$ cat src/rtl/lfsr_rand_pkg.sv
// Shared types and constants for the LFSR random source.
// Holds the draw FSM state enum, reference tap masks and seeds for common
// widths, and the RANGE/OUT_W legality check used at elaboration.
package lfsr_rand_pkg;

    typedef enum logic {
        IDLE = 1'b0,
        DRAW = 1'b1
    } state_t;

    // Maximal-length Fibonacci polynomials and nonzero default seeds
    localparam logic [7:0]  TAPS_W8  = 8'hB8;
    localparam logic [7:0]  SEED_W8  = 8'h55;
    localparam logic [15:0] TAPS_W16 = 16'hB400;
    localparam logic [15:0] SEED_W16 = 16'h5555;
    localparam logic [31:0] TAPS_W32 = 32'h8020_0003;
    localparam logic [31:0] SEED_W32 = 32'h5555_5555;

    // A candidate of out_w bits must cover the range but waste at most half
    // of its codes, otherwise rejection sampling needs too many tries.
    function automatic bit range_ok(input int range, input int out_w);
        longint span;
        span = longint'(1) << out_w;
        return (range >= 2) && (span >= longint'(range)) && (span <= 2 * longint'(range));
    endfunction

endpackage

$ cat src/rtl/lfsr_rand_gen_if.sv
// Seed/request/result bundle of the LFSR random source.
// master: game logic side; slave: the generator.
interface lfsr_rand_gen_if #(
    parameter int WIDTH = 16,
    parameter int OUT_W = 4
);
    logic             I_seed_load;
    logic [WIDTH-1:0] I_seed;
    logic             I_req;
    logic             O_valid;
    logic [OUT_W-1:0] O_value;
    logic             O_busy;
    logic [WIDTH-1:0] O_pseudo_random;

    modport master (
        output I_seed_load, I_seed, I_req,
        input  O_valid, O_value, O_busy, O_pseudo_random
    );

    modport slave (
        input  I_seed_load, I_seed, I_req,
        output O_valid, O_value, O_busy, O_pseudo_random
    );
endinterface

$ cat src/rtl/lfsr_core.sv
// Free-running Fibonacci LFSR with a loadable seed.
// A zero seed is replaced by DEFAULT_SEED so the lock-up state never occurs.
module lfsr_core
    import lfsr_rand_pkg::*;
#(
    parameter int               WIDTH        = 16,
    parameter logic [WIDTH-1:0] TAPS         = TAPS_W16,
    parameter logic [WIDTH-1:0] DEFAULT_SEED = SEED_W16
) (
    input  logic             I_clk,
    input  logic             I_rst_n,
    input  logic             I_load,
    input  logic [WIDTH-1:0] I_seed,
    output logic [WIDTH-1:0] O_state
);

    logic feedback;

    assign feedback = ^(O_state & TAPS);

    // Load wins over stepping; otherwise shift left and insert the parity of the taps
    always_ff @(posedge I_clk or negedge I_rst_n) begin
        if (!I_rst_n) begin
            O_state <= DEFAULT_SEED;
        end else if (I_load) begin
            O_state <= (I_seed == '0) ? DEFAULT_SEED : I_seed;
        end else begin
            O_state <= {O_state[WIDTH-2:0], feedback};
        end
    end

endmodule

$ cat src/rtl/lfsr_rand_gen.sv
// Bounded pseudo-random value source: LFSR plus rejection-sampling FSM.
// A request draws the low OUT_W bits of the LFSR until one lands in
// [0, RANGE); after MAX_TRIES rejects the last candidate is folded into range.
// Optional macro LFSR_NO_REPEAT_EN: never deliver the same value twice in a row.
module lfsr_rand_gen
    import lfsr_rand_pkg::*;
#(
    parameter int               WIDTH        = 16,
    parameter logic [WIDTH-1:0] TAPS         = TAPS_W16,
    parameter logic [WIDTH-1:0] DEFAULT_SEED = SEED_W16,
    parameter int               OUT_W        = 4,
    parameter int               RANGE        = 9,
    parameter int               MAX_TRIES    = 8
) (
    input  logic           I_clk,
    input  logic           I_rst_n,
    lfsr_rand_gen_if.slave bus
);

    localparam int               TRY_W    = (MAX_TRIES > 1) ? $clog2(MAX_TRIES) : 1;
    localparam logic [TRY_W-1:0] LAST_TRY = TRY_W'(MAX_TRIES - 1);
    localparam logic [OUT_W:0]   RANGE_X  = (OUT_W + 1)'(RANGE);

    if (!range_ok(RANGE, OUT_W) || WIDTH < 3 || MAX_TRIES < 1 || OUT_W > WIDTH) begin : g_bad_cfg
        $error("lfsr_rand_gen: illegal WIDTH/OUT_W/RANGE/MAX_TRIES combination");
    end

    logic [WIDTH-1:0] lfsr_q;
    state_t           state_q, state_d;
    logic [TRY_W-1:0] tries_q, tries_d;
    logic             valid_q;
    logic [OUT_W-1:0] value_q, value_d;
    logic             deliver;
    logic [OUT_W-1:0] cand;
    logic [OUT_W:0]   cand_x;
    logic             in_range;
    logic             accept;
    logic             last_try;
    logic [OUT_W-1:0] wrapped;
    logic [OUT_W-1:0] fallback;

    lfsr_core #(
        .WIDTH        (WIDTH),
        .TAPS         (TAPS),
        .DEFAULT_SEED (DEFAULT_SEED)
    ) u_core (
        .I_clk   (I_clk),
        .I_rst_n (I_rst_n),
        .I_load  (bus.I_seed_load),
        .I_seed  (bus.I_seed),
        .O_state (lfsr_q)
    );

    assign cand     = lfsr_q[OUT_W-1:0];
    assign cand_x   = {1'b0, cand};
    assign in_range = cand_x < RANGE_X;
    assign wrapped  = in_range ? cand : OUT_W'(cand_x - RANGE_X);
    assign last_try = (tries_q == LAST_TRY);

`ifdef LFSR_NO_REPEAT_EN
    logic [OUT_W-1:0] last_q;
    logic             last_ok_q;
    logic             is_repeat;
    logic             fb_repeat;
    logic [OUT_W:0]   bumped;

    assign is_repeat = last_ok_q && (cand == last_q);
    assign accept    = in_range && !is_repeat;
    assign fb_repeat = last_ok_q && (wrapped == last_q);
    assign bumped    = {1'b0, wrapped} + (OUT_W + 1)'(1);
    assign fallback  = !fb_repeat          ? wrapped :
                       (bumped == RANGE_X) ? '0      : bumped[OUT_W-1:0];

    // Remember every delivered value so the next draw can avoid it
    always_ff @(posedge I_clk or negedge I_rst_n) begin
        if (!I_rst_n) begin
            last_q    <= '0;
            last_ok_q <= 1'b0;
        end else if (deliver) begin
            last_q    <= value_d;
            last_ok_q <= 1'b1;
        end
    end
`else
    assign accept   = in_range;
    assign fallback = wrapped;
`endif

    // FSM state, try counter and registered result
    always_ff @(posedge I_clk or negedge I_rst_n) begin
        if (!I_rst_n) begin
            state_q <= IDLE;
            tries_q <= '0;
            valid_q <= 1'b0;
            value_q <= '0;
        end else begin
            state_q <= state_d;
            tries_q <= tries_d;
            valid_q <= deliver;
            value_q <= value_d;
        end
    end

    // Leave IDLE on a request, return once a value has been delivered
    always_comb begin
        state_d = state_q;
        case (state_q)
            IDLE:    if (bus.I_req) state_d = DRAW;
            DRAW:    if (deliver)   state_d = IDLE;
            default: state_d = IDLE;
        endcase
    end

    // Accept, fall back on the final try, or count another reject
    always_comb begin
        deliver = 1'b0;
        value_d = value_q;
        tries_d = tries_q;
        case (state_q)
            IDLE: begin
                if (bus.I_req) tries_d = '0;
            end
            DRAW: begin
                if (accept) begin
                    deliver = 1'b1;
                    value_d = cand;
                end else if (last_try) begin
                    deliver = 1'b1;
                    value_d = fallback;
                end else begin
                    tries_d = tries_q + TRY_W'(1);
                end
            end
            default: ;
        endcase
    end

    assign bus.O_valid         = valid_q;
    assign bus.O_value         = value_q;
    assign bus.O_busy          = (state_q == DRAW);
    assign bus.O_pseudo_random = lfsr_q;

endmodule

$ cat src/flat_wrapper.sv
// flat-port wrapper written by rule: the top's interface ports become plain ports
module lfsr_rand_gen_flat import lfsr_rand_pkg::*;
#(
    parameter int               WIDTH        = 16,
    parameter logic [WIDTH-1:0] TAPS         = TAPS_W16,
    parameter logic [WIDTH-1:0] DEFAULT_SEED = SEED_W16,
    parameter int               OUT_W        = 4,
    parameter int               RANGE        = 9,
    parameter int               MAX_TRIES    = 8
)
  (I_clk, I_rst_n, bus_I_seed_load, bus_I_seed, bus_I_req, bus_O_valid, bus_O_value, bus_O_busy, bus_O_pseudo_random);
  lfsr_rand_gen_if #(.WIDTH(WIDTH), .OUT_W(OUT_W)) bus_i ();
  input  logic I_clk;
  input  logic I_rst_n;
  input wire logic [$bits(bus_i.I_seed_load)-1:0] bus_I_seed_load;
  input wire logic [$bits(bus_i.I_seed)-1:0] bus_I_seed;
  input wire logic [$bits(bus_i.I_req)-1:0] bus_I_req;
  output wire logic [$bits(bus_i.O_valid)-1:0] bus_O_valid;
  output wire logic [$bits(bus_i.O_value)-1:0] bus_O_value;
  output wire logic [$bits(bus_i.O_busy)-1:0] bus_O_busy;
  output wire logic [$bits(bus_i.O_pseudo_random)-1:0] bus_O_pseudo_random;
  assign bus_i.I_seed_load = bus_I_seed_load;
  assign bus_i.I_seed = bus_I_seed;
  assign bus_i.I_req = bus_I_req;
  assign bus_O_valid = bus_i.O_valid;
  assign bus_O_value = bus_i.O_value;
  assign bus_O_busy = bus_i.O_busy;
  assign bus_O_pseudo_random = bus_i.O_pseudo_random;
  lfsr_rand_gen #(.WIDTH(WIDTH), .TAPS(TAPS), .DEFAULT_SEED(DEFAULT_SEED), .OUT_W(OUT_W), .RANGE(RANGE), .MAX_TRIES(MAX_TRIES)) u_core (.I_clk(I_clk), .I_rst_n(I_rst_n), .bus(bus_i));
endmodule
$ cat config.mk
export PLATFORM = sky130hd
export DESIGN_NAME = lfsr_rand_gen_flat
export DESIGN_NICKNAME = d
export VERILOG_FILES = /design/src/rtl/lfsr_rand_pkg.sv /design/src/rtl/lfsr_rand_gen_if.sv /design/src/rtl/lfsr_core.sv /design/src/rtl/lfsr_rand_gen.sv /design/src/flat_wrapper.sv
export SDC_FILE = /design/constraint.sdc
export NUM_CORES = 1
export LEC_CHECK = 0
export BUFFER_PORTS_ARGS = -buffer_cell sky130_fd_sc_hd__buf_2
export CAP_MARGIN = 20
export CORE_ASPECT_RATIO = 1.2
export CORE_UTILIZATION = 50
export DETAILED_ROUTE_END_ITERATION = 16
export GPL_ROUTABILITY_DRIVEN = 0
export PLACE_DENSITY_LB_ADDON = 0.1
export SYNTH_ARGS = -nofsm -noshare
export SYNTH_HDL_FRONTEND = slang
export SYNTH_SLANG_ARGS = --single-unit
$ cat constraint.sdc
create_clock -name I_clk -period 4.6 [get_ports I_clk]
set_input_delay 0.69 -clock I_clk [delete_from_list [all_inputs] [get_ports I_clk]]
set_output_delay 0.69 -clock I_clk [all_outputs]
set_load 0.005 [all_outputs]
==> results by stage <==
Status:
- The run finished with clean final reports.

Flow run:
- The count of maximum capacitance violations is 0.

Critical path:
- On the critical path, the stage with the largest delay is an instance of sky130_fd_sc_hd__dfrtp_1.
- The worst-path maximum fanout is 17.
- STA classifies the critical path endpoint as an output port.
- The count of buffering cells on the critical path with inverters included is 1.
- For this run, the slowest stage of the critical path takes slightly below 0.7 ns.
- The data required time at the worst endpoint is approximately 3.9 ns.
- The setup path with the least slack is of type flip-flop to output port.
- Walking the worst path, the cells encountered are buf_2.
- The cell family with the largest share of critical-path delay is flip-flops.
- STA classifies the critical path startpoint as a flip-flop.
- The endpoint arrival time on the critical path is ~1.2 ns.

Global route:
- The number of antenna violations at the first check in global routing was 0.
- The via count of the first global-routing pass was 850.
- The total overflow left after global routing is 0.
- The wire length of the first global-routing pass is ~3600 um.
- For this run, the total global-route usage over all layers was measured as 0.200.
- The pin count of the biggest net entering global routing is 26.

Timing:
- The final max-slew violation count is 0.
- The aggregate negative setup slack is 0 ns.
- The routed design could run at a clock period as short as 1.88 ns.
- In this run the tightest slew margin relative to its limit is 0.636.
- Setup repair after global routing left no endpoint under its margin.
- Setup violations remaining at the end of the flow were counted as 0.
- The post-route clock period utilization is 0.408.
- The actual slew at the worst max-slew pin is approximately 0.55 ns.
- The total count of hold-check failures in the final report came to 0.
- The largest clock skew in the final design is around 0.0065 ns.
- The highest clock rate is approximately 530 MHz.

Logic synthesis:
- The synthesis-stage register bit count is 25.
- Synthesis produced a netlist whose cell count is 95.
- The post-synthesis cell area is 1160 um^2.
- The post-synth net total is approximately 120.
- By area, the combinational part of the netlist is dominated by compound AO/OA/AOI/OAI gates.
- Yosys printed 0 warnings.
- A synthesized cell averages about 12 um^2.
- The fraction of synthesized area in multiplexers is 0.0985.
- The library cell occupying the most area in the post-synthesis netlist is sky130_fd_sc_hd__dfrtp_1.
- Of the total synthesized cell area, the portion taken by AND, OR, NAND and NOR gates is 0.0974.
- The synthesized design contains 0 enable-type register cells.
- The area fraction in compound gates after synthesis came to 0.160.
- In the synthesized netlist the dominant register cell turns out to be sky130_fd_sc_hd__dfrtp_1.
- Of the total synthesized cell area, the portion taken by full adders, half adders and majority gates is 0.0325.
- The proportion of synthesized chip area in sequential cells is 0.550.
- Ranked by total cell area, the synthesized netlist is headed by sky130_fd_sc_hd__dfrtp_1, sky130_fd_sc_hd__dfstp_2, sky130_fd_sc_hd__mux2_2, sky130_fd_sc_hd__o22a_1, sky130_fd_sc_hd__ha_1.
- The share of synthesized area in the top cell type comes to 0.368.
- Yosys instantiated no cell more often than sky130_fd_sc_hd__dfrtp_1.
- The post-synthesis cell type count is 31.
- For this run, asynchronously set or reset flops after synthesis account for 1.00.
- The parity-gate share of the synthesized area counting xor and xnor cells is 0.0303.
- By count the netlist is led by sky130_fd_sc_hd__dfrtp_1, sky130_fd_sc_hd__dfstp_2, sky130_fd_sc_hd__nand2_1, sky130_fd_sc_hd__o22a_1, sky130_fd_sc_hd__mux2_2.

Floorplan:
- From bottom edge to top edge, the die measures 54.7 um.
- The standard cell core area is around 2100 um^2.
- The die width is between 40 and 50 um.
- The number of top-level pins is 42.
- The cell row count is 18.
- The die covers about 2500 um^2.
- The starting density of the core is 0.546.

Clocking:
- The register clock-pin slew on the reported worst setup and hold paths is roughly 0.13 ns.
- After clock tree synthesis, the flow added hold-fix buffers numbering 0.
- The number of H-tree levels is 1.
- The number of buffers inserted during clock tree synthesis is 3.
- The clock latency on the worst-skew pair is approximately 0.30 ns.
- The clock drives 25 sinks.
- The clock passes through at most 2 buffers.
- TritonCTS built the clock tree.
- Clock tree synthesis selected as its root buffer the cell sky130_fd_sc_hd__clkbuf_4.
- Post-CTS timing repair inserted 0 buffers for setup.
- Once the clock tree was built, the resizer swapped 0 gates to a different size.

Power:
- For this design the static power due to leakage is roughly 0.66 nW.
- The maximum VDD drop is ~220 uV.
- In this run the power density over the cells is ~390 nW/um^2.

Detailed routing:
- After detailed routing, the average wire length per cell comes to roughly 13 um.
- After detailed routing, the number of vias per cell comes to 5.28.
- The iteration count of the initial detailed-routing pass is 4.
- In the routed design, unresolved DRC markers number 0.
- The detail route stage leaves a number of antenna-violating nets equal to 0.
- Across all layers, the routed design uses 881 vias.
- Wires add up to approximately 2200 um.
- In this run, the number of DRC markers left after iteration 0 of detailed routing was 10.

Final layout:
- Of the cells placed in the final design, the portion with a size suffix greater than 1 is 0.460.
- The repair_antennas step left the layout with diodes totalling 0.
- The final layout contains around 160 nets.
- Fill cells in the final layout number around 190.
- Compared with the post-synthesis result, the final layout area differs by 22.1%.
- At the end of the flow the core is filled with cells to 0.667.
- The number of standard cells in the layout, taps in and fillers out is 167.

Worst hold path:
- The worst hold path belongs to the class primary input to async pin.

Place:
- The HPWL after detailed placement is approximately 1700 um.
- The post-placement cell count is between 150 and 200.
- In this run the tool buffered the top-level ports with 41 buffer cells.
## report_power, final
part	leakage [nW]	internal, mW	total [mW]	switching [mW]
clock	0.0150	0.0337	0.0924	0.0586
sequential	0.288	0.265	0.303	0.0383
combinational	0.355	0.0840	0.148	0.0643
## path summary, 6_finish.rpt
| check | start | to | slack (ns) | cells after the start |
|---|---|---|---|---|
| setup / recovery | u_core.bus.O_busy$_DFF_PN0_ | bus_O_busy | 2.72 | 1 |
| hold / removal | I_rst_n | u_core.bus.O_value[2]$_DFFE_PN0P_ | 0.35 | 1 |
| setup reg to reg | u_core.tries_q[0]$_DFFE_PN0P_ | u_core.bus.O_value[3]$_DFFE_PN0P_ | 2.86 | 6 |
| hold reg to reg | u_core.u_core.O_state[7]$_DFF_PN0_ | u_core.u_core.O_state[8]$_DFF_PN1_ | 0.51 | 1 |
| max in group asynchronous | I_rst_n | u_core.u_core.O_state[2]$_DFF_PN1_ | 3.87 | 1 |
| min in group I_clk | u_core.u_core.O_state[7]$_DFF_PN0_ | u_core.u_core.O_state[8]$_DFF_PN1_ | 0.51 | 1 |
## final cells by class
type | count | area, um^2 | area share
Sequential cell | 25 | 636 | 0.450
Timing Repair Buffer | 41 | 205 | 0.145
Clock buffer | 4 | 26.3 | 0.0186
Tap cell | 30 | 37.5 | 0.0266
Multi-Input combinational cell | 61 | 484 | 0.343
Inverter | 6 | 22.5 | 0.0160
## cell families (layout without fill, tap and decap cells)
kind of cell / count (synthesis) / in the layout
AOI/OAI and AO/OA: 22 / 22
buffers and inverters: 9 / 51
and+or+nand+nor: 22 / 22
muxes: 10 / 10
xor gates and xnor gates: 4 / 4
DFF: 25 / 25
adders and majority gates: 3 / 3
## state kept, by name (all words and copies together) (netlist names)
signal,cells
u_core.bus.O_valid,1
u_core.bus.O_value,4
u_core.bus.O_busy,1
u_core.tries_q,3
u_core.u_core.O_state,16
## per-stage QoR
stage | instance area [um^2] | hold WS (ns) | total power, mW | setup slack (ns)
2_1_floorplan | 1160 | 0.394 | 0.397 | 3.00
3_3_place_gp | 1390 | 0.482 | 0.452 | 2.79
3_5_place_dp | 1390 | 0.488 | 0.458 | 2.84
4_1_cts | 1410 | 0.357 | 0.551 | 2.73
5_1_grt | 1410 | 0.386 | 0.584 | 2.64
6_report | 1410 | 0.350 | 0.544 | 2.72
## metal layers
metal  share of wire  global-route usage  up-vias
met5               0                   0        -
met4           0.015              0.0931        0
met3           0.041              0.0231        4
met2            0.50               0.333       28
met1            0.44               0.258      414
li1                -                   -      435
## placed cells by master, fill, tap and decap left out, types with 2 or more instances in the layout
| cell | count |
|---|---|
| sky130_fd_sc_hd__nor4_1 | 4 |
| sky130_fd_sc_hd__dfrtp_1 | 17 |
| sky130_fd_sc_hd__o22a_1 | 8 |
| sky130_fd_sc_hd__xnor2_1 | 3 |
| sky130_fd_sc_hd__buf_2 | 41 |
| sky130_fd_sc_hd__nor3b_1 | 2 |
| sky130_fd_sc_hd__ha_1 | 3 |
| sky130_fd_sc_hd__mux2_2 | 7 |
| sky130_fd_sc_hd__o21ai_0 | 2 |
| sky130_fd_sc_hd__nand3_1 | 2 |
| sky130_fd_sc_hd__mux2i_1 | 2 |
| sky130_fd_sc_hd__clkbuf_4 | 3 |
| sky130_fd_sc_hd__o211ai_1 | 2 |
| sky130_fd_sc_hd__inv_1 | 6 |
| sky130_fd_sc_hd__a21oi_1 | 2 |
| sky130_fd_sc_hd__nand2_1 | 8 |
| sky130_fd_sc_hd__dfstp_2 | 8 |
| sky130_fd_sc_hd__nor2_1 | 3 |
No activity file was read; power rests on OpenSTA's default activity.
